$ cat src/rtl/pcie_tl_cpl_unpacker.sv
// Completion unpacker: pops completion headers and 64-bit payload words from the
// RX completion FIFOs, resolves the tag to its AXI ID and emits AXI4 R beats.
//
// state  | meaning
// IDLE   | waiting for a completion header; pops it and latches its fields
// LOOKUP | tag table answers; latch AXI ID / burst-last and size the completion
// DATA   | forward payload words as OKAY beats straight from the FWFT head
// ERR    | non-SC completion: synthesize zero-data SLVERR beats, no payload pops

package PCIE_PKG;
  typedef struct packed {
    logic [9:0]  tag;
    logic [9:0]  length;
    logic [11:0] byte_count;
    logic [2:0]  cpl_status;
  } tlp_cpl_hdr_t;
endpackage

module pcie_tl_cpl_unpacker
  import PCIE_PKG::*;
#(
  parameter int AXI_ID_WIDTH     = 4,
  parameter int AXI_DATA_WIDTH   = 64,
  parameter int MAX_PAYLOAD_SIZE = 128
) (
  input  logic                      clk,
  input  logic                      rst,
  input  logic                      cpl_hdr_empty_i,
  input  tlp_cpl_hdr_t              cpl_hdr_i,
  output logic                      cpl_hdr_rden_o,
  input  logic                      pld_empty_i,
  input  logic [AXI_DATA_WIDTH-1:0] pld_data_i,
  output logic                      pld_rden_o,
  output logic [9:0]                tag_rd_tag_o,
  input  logic [AXI_ID_WIDTH-1:0]   tag_rd_id_i,
  input  logic                      tag_rd_last_i,
  output logic                      tag_release_o,
  output logic                      rvalid_o,
  input  logic                      rready_i,
  output logic [AXI_ID_WIDTH-1:0]   rid_o,
  output logic [AXI_DATA_WIDTH-1:0] rdata_o,
  output logic [1:0]                rresp_o,
  output logic                      rlast_o,
  output logic [15:0]               cpl_err_cnt_o
);

  localparam int MAX_PAYLOAD_DW = MAX_PAYLOAD_SIZE / 4;
  localparam int MAX_BEATS      = MAX_PAYLOAD_DW / 2;

  typedef enum logic [1:0] {
    S_IDLE   = 2'd0,
    S_LOOKUP = 2'd1,
    S_DATA   = 2'd2,
    S_ERR    = 2'd3
  } state_t;

  state_t                    r_state;
  state_t                    w_next;
  logic [9:0]                r_tag;
  logic [9:0]                r_length;
  logic [11:0]               r_byte_count;
  logic [2:0]                r_status;
  logic [AXI_ID_WIDTH-1:0]   r_id;
  logic                      r_last;
  logic                      r_final;
  logic [5:0]                r_beats;
  logic                      r_tag_release;
  logic [15:0]               r_err_cnt;

  logic [12:0]               w_len13;
  logic [12:0]               w_bc13;
  logic [12:0]               w_data_beats13;
  logic [12:0]               w_err_beats13;
  logic                      w_final;

  // Byte-count math is done 13 bits wide so length<<2 and byte_count+7 never wrap.
  assign w_len13        = {3'b000, r_length};
  assign w_bc13         = {1'b0, r_byte_count};
  assign w_data_beats13 = (w_len13 + 13'd1) >> 1;
  assign w_err_beats13  = (w_bc13 + 13'd7) >> 3;
  assign w_final        = (w_bc13 == (w_len13 << 2));

  // An error completion may report the byte count of the whole remaining request,
  // so the synthesized beat count is clamped to what one MPS completion can carry.
  function automatic logic [5:0] clamp_beats(input logic [12:0] beats);
    if (beats == 13'd0) begin
      return 6'd1;
    end else if (beats > 13'(MAX_BEATS)) begin
      return 6'(MAX_BEATS);
    end else begin
      return beats[5:0];
    end
  endfunction

  assign tag_rd_tag_o  = r_tag;
  assign tag_release_o = r_tag_release;
  assign cpl_err_cnt_o = r_err_cnt;

  // State register.
  always_ff @(posedge clk or posedge rst) begin
    if (rst) begin
      r_state <= S_IDLE;
    end else begin
      r_state <= w_next;
    end
  end

  // Next-state and R-channel decode; rvalid/rdata pass the FWFT head through in DATA.
  always_comb begin
    w_next         = r_state;
    cpl_hdr_rden_o = 1'b0;
    pld_rden_o     = 1'b0;
    rvalid_o       = 1'b0;
    rid_o          = '0;
    rdata_o        = '0;
    rresp_o        = 2'b00;
    rlast_o        = 1'b0;
    case (r_state)
      S_IDLE: begin
        if (!cpl_hdr_empty_i) begin
          cpl_hdr_rden_o = 1'b1;
          w_next         = S_LOOKUP;
        end
      end
      S_LOOKUP: begin
        w_next = (r_status == 3'b000) ? S_DATA : S_ERR;
      end
      S_DATA: begin
        rvalid_o = !pld_empty_i;
        rdata_o  = pld_data_i;
        rid_o    = r_id;
        rlast_o  = (r_beats == 6'd1) && r_final && r_last;
        if (!pld_empty_i && rready_i) begin
          pld_rden_o = 1'b1;
          if (r_beats == 6'd1) begin
            w_next = S_IDLE;
          end
        end
      end
      S_ERR: begin
        rvalid_o = 1'b1;
        rresp_o  = 2'b10;
        rid_o    = r_id;
        rlast_o  = (r_beats == 6'd1) && r_last;
        if (rready_i && (r_beats == 6'd1)) begin
          w_next = S_IDLE;
        end
      end
      default: w_next = S_IDLE;
    endcase
  end

  // Completion context: header fields, lookup result, beat countdown, release and error count.
  always_ff @(posedge clk or posedge rst) begin
    if (rst) begin
      r_tag         <= '0;
      r_length      <= '0;
      r_byte_count  <= '0;
      r_status      <= '0;
      r_id          <= '0;
      r_last        <= 1'b0;
      r_final       <= 1'b0;
      r_beats       <= '0;
      r_tag_release <= 1'b0;
      r_err_cnt     <= '0;
    end else begin
      r_tag_release <= 1'b0;
      case (r_state)
        S_IDLE: begin
          if (cpl_hdr_rden_o) begin
            r_tag        <= cpl_hdr_i.tag;
            r_length     <= cpl_hdr_i.length;
            r_byte_count <= cpl_hdr_i.byte_count;
            r_status     <= cpl_hdr_i.cpl_status;
          end
        end
        S_LOOKUP: begin
          r_id    <= tag_rd_id_i;
          r_last  <= tag_rd_last_i;
          r_final <= w_final;
          r_beats <= (r_status == 3'b000) ? clamp_beats(w_data_beats13)
                                          : clamp_beats(w_err_beats13);
        end
        S_DATA: begin
          if (pld_rden_o) begin
            r_beats <= r_beats - 6'd1;
            if ((r_beats == 6'd1) && r_final) begin
              r_tag_release <= 1'b1;
            end
          end
        end
        S_ERR: begin
          if (rready_i) begin
            r_beats <= r_beats - 6'd1;
            if (r_beats == 6'd1) begin
              r_tag_release <= 1'b1;
              if (r_err_cnt != 16'hFFFF) begin
                r_err_cnt <= r_err_cnt + 16'd1;
              end
            end
          end
        end
        default: ;
      endcase
    end
  end

endmodule
$ cat config.mk
export PLATFORM = sky130hd
export DESIGN_NAME = pcie_tl_cpl_unpacker
export DESIGN_NICKNAME = d
export VERILOG_FILES = /design/src/rtl/pcie_tl_cpl_unpacker.sv
export SDC_FILE = /design/constraint.sdc
export NUM_CORES = 1
export LEC_CHECK = 0
export ABC_AREA = 1
export CAP_MARGIN = 20
export CORE_ASPECT_RATIO = 2
export CORE_MARGIN = 5
export CORE_UTILIZATION = 30
export CTS_BUF_LIST = sky130_fd_sc_hd__clkbuf_16
export CTS_CLUSTER_DIAMETER = 60
export DETAILED_ROUTE_END_ITERATION = 7
export PLACE_DENSITY = 0.68
export SYNTH_ARGS = -nofsm -noshare
export SYNTH_HDL_FRONTEND = slang
export SYNTH_SLANG_ARGS = --single-unit
$ cat constraint.sdc
create_clock -name clk -period 2.7 [get_ports clk]
set_input_delay 0.675 -clock clk [delete_from_list [all_inputs] [get_ports clk]]
set_output_delay 0.675 -clock clk [all_outputs]
set_load 0.03 [all_outputs]
After elaboration in Yosys (flattened, before gate mapping)
Cells that the tools add are included.

Add/subtract/negate cells: 4. Mux-type cells: 28. Reductions and logical operators: 16. $lt $le $gt $ge: 2. Eq/ne operators: 12.

Operators with widths (count): $mux 64 (1); $mux 6 (7); $logic_not 13->1 (2); $gt 10x5->1 const B (2); $pmux 6 s3 (1); $add 16x1->16 const B (1); $ne 16x16->1 const B (1); $add 12x3->13 const B (1); $eq 12x12->1 (1); $ne 2x2->1 const B (6); $add 10x1->11 const B (1); $mux 2 (5); $mux 1 (9); $pmux 2 s4 (1); $reduce_and 4->1 (2); $eq 6x1->1 const B (1); $pmux 1 s2 (3); $sub 6x1->6 const B (1); $logic_and 1x1->1 (5); $eq 2x2->1 const B (2); $mux 4 (1); $logic_not 3->1 (1); $reduce_and 3->1 (1); $reduce_bool 3->1 (1); 5 further kinds (5).

Bits of input ports: 109. Word-level logic and storage cells: 73. Register bits after elaboration: 66. Output and inout port bits: 101.

Logic depth before layout (Yosys ltp)
Gate-level depths: netlist of run 1.

Depth after elaboration: 6. Mapped depth: 15. Depth with buffers taken out: 15.

Least setup slack after synthesis of run 1
OpenSTA, ideal clock, no wires.

Path kind: register to output. From: register r_beats[1]. To: output port rlast_o. Path slack: 0.508 ns. Path buffers: 0. Arrival time: 1.517 ns. Required time: 2.025 ns. Cell stages (with the launch flop): 7. Cells stage by stage: dfrtp_1 > inv_1 > ha_1 > nand2_1 > nor3_1 > inv_1 > nor3_1.

Word-level cells in the longest chain between the ends: 4. Elaborated cells between the ends (all ways): 5. Those cells by class: eq/ne: 1; mux: 1; reduce/logical: 3.

RTL lines: from (decl) (line 66) `logic [5:0] r_beats;`; from (signal assigned) (line 181) `r_beats <= (r_status == 3'b000) ? clamp_beats(w_data_beats13)`; from (signal assigned) (line 186) `r_beats <= r_beats - 6'd1;`; from (signal assigned) (line 194) `r_beats <= r_beats - 6'd1;`; $eq 6x1->1 (*) (line 132, 144); $logic_and 1x1->1 (2 in series) (line 132) `rlast_o = (r_beats == 6'd1) && r_final && r_last;`; $pmux 1 s2 (*) (line 118) `case (r_state)`; to (decl) (line 43) `output logic rlast_o,`.

Mark *: on every way between the ends. The rest lies on a longest branch, timed or not.

Worst setup path after layout of run 1
Same ends and word-level chain as after synthesis.

==> impl_metrics.py, run 1 <==
metrics = {
    "detailed_routing": {
        "vias": 4534,
        "drcViolationCount": 0,
        "drt_iter0_drc": 138,
        "ant_nets": 0,
        "drtPass1Iterations": 4,
        "drt_wl_total_mm": 14.3,
        "viasPerCell": 4.40,
        "avgRoutedWirePerCell_um": 13.9,
    },
    "yosys": {
        "yosysWarnings": 0,
        "syn-instance-count": 631,
        "synthTopCellsByArea": "dfrtp_1, nand2_1, inv_1",
        "synth.avg_cell_area_sq_um": 6.66,
        "ys_seq_area_share_pct": 39.3,
        "synth_top_area_cell": "dfrtp_1",
        "yosys_register_bits": 66,
        "synth_top_area_share_pct": 39.3,
        "syn_nets": 744,
        "yosys.cell_types.count": 33,
        "syn_area_sq_mm": 0.00420,
    },
    "critical_path": {
        "end_kind": "output pin",
        "crit_path_start": "r_beats[1]$_DFFE_PP0P_",
        "r2r-start": "r_state[1]$_DFFE_PP0P_",
        "worst_path_largest_cell_delay_ns": 0.42,
        "critPathMaxFanout": 3,
        "r2r_cells": 8,
        "critPathKind": "flop to output pin",
        "crit_chain": "inv_1, ha_1, nand2_1, nor3_1, inv_1, nor3_1, clkdlybuf4s15_1",
        "arrival_ns": 1.90,
        "start_kind": "flop",
        "worstPathRequired_ns": 2.03,
        "slowest_stage": "clkdlybuf4s15_1",
    },
    "clock_tree": {
        "cts_sinks": 66,
        "cts_setup_buffers": 0,
        "path_clk_slew_ns": 0.05,
        "tritoncts.num_buffers": 9,
        "cts-htree-levels": 3,
        "cts-root-buf": "clkbuf_16",
        "cts_tree": "done",
        "insertion_delay_ns": 0.33,
        "cts_buffer_depth": 2,
    },
    "global_route": {
        "track_usage_pct": 16.5,
        "antenna_found_initial": 0,
        "grt_pass1_wl_mm": 21.3,
        "grt_max_degree": 65,
        "grt-ovfl-total": 0,
        "grt_pass1_vias": 4400,
    },
    "worst_hold_path": {
        "hold_path_depth": 2,
        "min-delay-start": "tag_rd_tag_o[1]$_DFFE_PP0P_",
        "hold_class": "flop to flop",
    },
    "timing": {
        "relSlewSlack_pct": 53.7,
        "setup_tns_ns": 0,
        "max_freq_mhz": 389,
        "finalHoldViolCount": 0,
        "fin_ws_ns": 0.126,
        "finalClockSkew_ns": 0.00775,
        "finalCritPeriodShare_pct": 95.3,
        "worst_pin_slew_ns": 0.694,
        "drv_slew": 0,
        "rsz0062_at_grt": "no",
        "min_period_ns": 2.57,
        "setup_viol": 0,
    },
    "die": {
        "die_y_um": 177,
        "row_count": 61,
        "core_sq_mm": 0.0138,
        "die_area_sq_mm": 0.0166,
        "die_x_um": 93.7,
        "start_util_pct": 30.4,
        "io-pin-count": 210,
    },
    "flow_run": {
        "drv_cap": 0,
    },
    "layout": {
        "syn_to_final_growth_pct": 64.8,
        "drive_gt1_share_pct": 8.09,
        "antenna_cells": 0,
        "final_nets": 950,
    },
    "place": {
        "gp_congestion": 0.863,
        "portBuffers": 208,
        "dp_hpwl_mm": 11.8,
        "pre_cts_ws_ns": 0.0406,
    },
    "outcome": {
        "outcome": "finished, final reports clean",
    },
    "power": {
        "ir_drop_v": 0.000721,
        "leakagePower_nw": 4.15,
        "power.density_mw_per_mm2": 966,
    },
}
## worst paths after layout
path | to | slack (ns)
max reg2reg | tag_rd_tag_o[0]$_DFFE_PP0P_ | 0.77
min in group asynchronous | tag_rd_tag_o[9]$_DFFE_PP0P_ | 0.66
max | rlast_o | 0.13
min reg2reg | tag_rd_tag_o[1]$_DFFE_PP0P_ | 0.47
min | tag_rd_tag_o[1]$_DFFE_PP0P_ | 0.47
max in group asynchronous | tag_rd_tag_o[1]$_DFFE_PP0P_ | 1.53
## placed cells by master (no fill, tap or decap), drive strengths merged
cell | synthesis | routed
a21oi | 10 | 10
a31oi | 1 | 1
buf | 4 | 22
bufinv | 0 | 1
clkbuf | 15 | 9
clkdlybuf4s15 | 0 | 1
clkdlybuf4s50 | 0 | 140
clkinv | 0 | 3
clkinvlp | 0 | 2
conb | 1 | 1
dfrtp | 66 | 66
dlygate4sd2 | 0 | 6
dlymetal6s2s | 0 | 45
ha | 4 | 4
inv | 115 | 115
nand2 | 202 | 202
nand3 | 28 | 28
nand3b | 4 | 4
nand4 | 8 | 8
nor2 | 107 | 107
nor3 | 10 | 10
nor4 | 1 | 1
o211ai | 1 | 1
o21ai | 26 | 26
o21bai | 2 | 2
o22ai | 1 | 1
o41ai | 1 | 1
xnor2 | 15 | 15
xor2 | 9 | 9
## cell usage after synthesis
| cell type | count |
|---|---|
| nand3_1 | 28 |
| nand2_1 | 192 |
| nand2_4 | 2 |
| buf_4 | 3 |
| clkbuf_1 | 14 |
| inv_1 | 110 |
| o22ai_1 | 1 |
| nor2_2 | 4 |
| xnor2_1 | 15 |
| nor2_4 | 2 |
| a31oi_1 | 1 |
| o41ai_1 | 1 |
| nor4_4 | 1 |
| nand4_2 | 1 |
| nand3b_1 | 4 |
| conb_1 | 1 |
| a21oi_2 | 2 |
| inv_2 | 5 |
| o211ai_1 | 1 |
| a21oi_1 | 8 |
| ha_1 | 4 |
| nand4_1 | 7 |
| xor2_1 | 9 |
| o21ai_0 | 24 |
| buf_2 | 1 |
| o21ai_1 | 2 |
| nor3_2 | 4 |
| clkbuf_2 | 1 |
| nor3_1 | 6 |
| nand2_2 | 8 |
| dfrtp_1 | 66 |
| nor2_1 | 101 |
| o21bai_1 | 2 |
## cell families after synthesis
logic type      Yosys count  share of synthesized area (%)
xor+xnor                 24                           5.00
buf+inv                 134                           12.3
fa+ha+maj                 4                           1.19
simple gates            360                           36.6
flops                    66                           39.3
compound gates           42                           5.51
other cells               1                         0.0893
## routing by layer
layer | track usage (%) | vias to the layer above | wire (um)
li1 | - | 2299 | -
met1 | 13.6 | 2020 | 4530
met2 | 33.5 | 191 | 7890
met3 | 5.26 | 24 | 1440
met4 | 7.90 | 0 | 430
met5 | 0 | - | 0
## power by group
| group | switching (W) | internal [W] | total [W] |
|---|---|---|---|
| logic | 0.00238 | 0.00145 | 0.00384 |
| clock network | 0.000416 | 0.000701 | 0.00112 |
| registers | 0.000385 | 0.00135 | 0.00173 |
## cell type report
cell class,count,area [sq um]
clock inverters,6,58.8
inverters,115,432
well taps,189,236
clock buffers,9,225
repair buffers,214,2280
fillers,1294,6890
multi-input cells,431,2040
flip-flops and latches,66,1650
## sequential cells by signal, summed over array words and instances (netlist names), 2 cells and up
name	flops
cpl_err_cnt_o	16
r_beats	6
r_byte_count	12
r_id	4
r_length	10
r_state	2
r_status	3
tag_rd_tag_o	10
## timing repair
item | 4_1_cts | 5_1_grt
gates resized for setup | 7 | 46
hold buffers | 0 | 0
endpoints found under the setup margin | 7 | 46
## per-stage QoR
step | utilization, % | hold slack (ns) | area [sq um] | instances | power (W)
2_1_floorplan | - | 0.436 | 4200 | 631 | 0.00415
3_3_place_gp | 47.3 | 0.454 | 6540 | 1015 | 0.00562
3_5_place_dp | 47.3 | 0.458 | 6540 | 1015 | 0.00568
4_1_cts | 49.3 | 0.472 | 6810 | 1030 | 0.00679
5_1_grt | 50.1 | 0.486 | 6920 | 1030 | 0.00719
6_report | 50.1 | 0.468 | 6920 | 1030 | 0.00669
## critical path: cells and delay by family (launching register included)
family	cells	cell delay (ns)
adder cells (fa/ha/maj)	1	0.15
buffers and inverters	3	0.60
flip-flops	1	0.38
AND/OR/NAND/NOR	3	0.42
Note: power is estimated with default switching activity, not from simulation.
==> inputs of run 2 (changes only) <==
--- a/config.mk
+++ b/config.mk
@@ -8,7 +8,6 @@
 export ABC_AREA = 1
 export CAP_MARGIN = 20
 export CORE_ASPECT_RATIO = 2
-export CORE_MARGIN = 5
 export CORE_UTILIZATION = 30
 export CTS_BUF_LIST = sky130_fd_sc_hd__clkbuf_16
 export CTS_CLUSTER_DIAMETER = 60
==> run 2 against run 1 <==
Sequential cell count unchanged. Wire length fell by 4.6%. Largest cell class unchanged. Sequential power hardly changed. Final area shrank 0.34%. Critical path depth fell by 3. Clock power is essentially flat. Register-to-register slack got worse by 0.16 ns.
==> impl_metrics.py, run 2 (synthesis results as in run 1) <==
metrics = {
    "outcome": {
        "outcome": "finished, final reports clean",
    },
    "power": {
        "p_seq_share_pct": 25.6,
        "leakagePower_nw": 4.07,
        "p_int_w": 0.00353,
        "switching_power_w": 0.00319,
        "power.density_mw_per_mm2": 973,
        "clkPwrFrac_pct": 16.8,
        "ir_drop_v": 0.000524,
        "switching_share_pct": 47.5,
        "totalPowerFinal_w": 0.00672,
        "combPwrFrac_pct": 57.6,
    },
    "timing": {
        "setup_tns_ns": 0,
        "hold_slack_ns": 0.465,
        "drv_slew": 0,
        "min_period_ns": 2.62,
        "relSlewSlack_pct": 53.4,
        "rsz0062_at_grt": "no",
        "finalClockSkew_ns": 0.00846,
        "finalHoldViolCount": 0,
        "max_freq_mhz": 382,
        "worst_pin_slew_ns": 0.693,
        "setup_viol": 0,
        "finalCritPeriodShare_pct": 96.9,
    },
    "layout": {
        "final_common_cell": "nand2_1",
        "utilization_pct": 50.8,
        "fillCellCount": 1357,
        "antenna_cells": 0,
        "final_cell_mix": "nand2_1, clkdlybuf4s50_1, inv_1",
        "drive_gt1_share_pct": 8.19,
        "stdcell_count": 1028,
        "final_nets": 951,
        "largest_reg_flops": 16,
        "syn_to_final_growth_pct": 64.2,
    },
    "detailed_routing": {
        "drt_iter0_drc": 159,
        "ant_nets": 0,
        "drtPass1Iterations": 5,
        "viasPerCell": 4.47,
        "drt_wl_total_mm": 13.6,
        "drcViolationCount": 0,
        "avgRoutedWirePerCell_um": 13.3,
        "vias": 4596,
    },
    "global_route": {
        "grt_max_degree": 67,
        "track_usage_pct": 19.0,
        "grt_util_met1_pct": 17.3,
        "grt-busiest-layer": "met2",
        "grt_pass1_vias": 4428,
        "antenna_found_initial": 0,
        "grt-ovfl-total": 0,
        "grt_pass1_wl_mm": 21.2,
        "grtUsageMet3_pct": 4.57,
        "grtUsageMet2_pct": 37.9,
    },
    "critical_path": {
        "start_kind": "primary input",
        "arrival_ns": 1.94,
        "end_kind": "output pin",
        "crit_chain": "clkdlybuf4s50_1, inv_1, nor2_1, clkdlybuf4s50_1",
        "path_buf_inv": 3,
        "critPathKind": "primary input to output pin",
        "worst_path_largest_cell_delay_ns": 0.68,
        "crit_top_cell": "clkdlybuf4s50_1",
        "slowest_stage": "clkdlybuf4s50_1",
        "path_delay_family": "buffers and inverters",
        "critPathMaxFanout": 1,
        "worstPathRequired_ns": 2.03,
    },
    "clock_tree": {
        "cts_tree": "done",
        "cts-htree-levels": 3,
        "tritoncts.num_buffers": 9,
        "cts_setup_buffers": 0,
        "insertion_delay_ns": 0.33,
        "cts-root-buf": "clkbuf_16",
        "cts_buffer_depth": 2,
        "path_clk_slew_ns": 0.06,
        "cts_sinks": 66,
    },
    "place": {
        "gp_congestion": 0.855,
        "dp_hpwl_mm": 11.1,
        "portBuffers": 208,
        "placed_cells": 1013,
    },
    "die": {
        "die_area_sq_mm": 0.0145,
        "die_y_um": 169,
        "core_sq_mm": 0.0136,
        "io-pin-count": 210,
        "row_count": 60,
        "start_util_pct": 30.9,
        "die_x_um": 85.7,
    },
    "flow_run": {
        "drv_cap": 0,
    },
    "worst_hold_path": {
        "hold_class": "flop to flop",
    },
}
[run 2: final timing paths]
kind	start	to	slack, ns	cells past startpoint
setup / recovery	pld_data_i[34]	rdata_o[34]	0.08	4
hold / removal	r_last$_DFFE_PP0N_	r_last$_DFFE_PP0N_	0.47	2
hold reg to reg	r_last$_DFFE_PP0N_	r_last$_DFFE_PP0N_	0.47	2
min in group asynchronous	rst	tag_rd_tag_o[5]$_DFFE_PP0P_	0.72	3
max in group asynchronous	rst	r_length[0]$_DFFE_PP0P_	1.68	3
setup reg to reg	r_state[1]$_DFFE_PP0P_	r_status[0]$_DFFE_PP0P_	0.61	8
[run 2: power groups by stage]
stage | clock (W) | combinational, W | sequential [W]
finish | 0.00113 | 0.00387 | 0.00172
global route | 0.00119 | 0.00425 | 0.00177
CTS | 0.00114 | 0.00394 | 0.00172
detailed placement | 0 | 0.00393 | 0.00173
global placement | 0 | 0.00389 | 0.00172
floorplan | 0 | 0.00237 | 0.00178
[run 2: repair_timing]
item	in CTS	in global routing
endpoints found under the setup margin	1	43
gates resized for setup	1	45
hold buffers	0	0
[run 2: layout make-up]
class / count / area [sq um] / share of cell area (%)
Inverter: 115 / 432 / 6.26
Clock inverter: 6 / 58.8 / 0.852
Clock buffer: 9 / 225 / 3.26
Timing Repair Buffer: 215 / 2260 / 32.7
Tap cell: 186 / 233 / 3.37
Sequential cell: 66 / 1650 / 23.9
Multi-Input combinational cell: 431 / 2040 / 29.6
[run 2: layer usage]
| metal | vias to the layer above | share of wire (%) |
|---|---|---|
| met5 | - | 0 |
| met4 | 0 | 3.3 |
| met3 | 26 | 8.4 |
| met2 | 201 | 55 |
| met1 | 2066 | 33 |
| li1 | 2303 | - |
[run 2: metrics by stage]
step	cell area, sq um	setup slack [ns]
after floorplan	4200	0.370
after global placement	6520	0.0336
after detailed placement	6520	0.0320
after CTS	6800	0.0200
after global routing	6900	0.00776
final	6900	0.0830
[run 2: worst reg2reg max path, delay by kind of cell (launching register included)]
family | cells | cell delay [ns]
and+or+nand+nor | 4 | 0.71
DFF | 1 | 0.38
buffers and inverters | 4 | 0.89
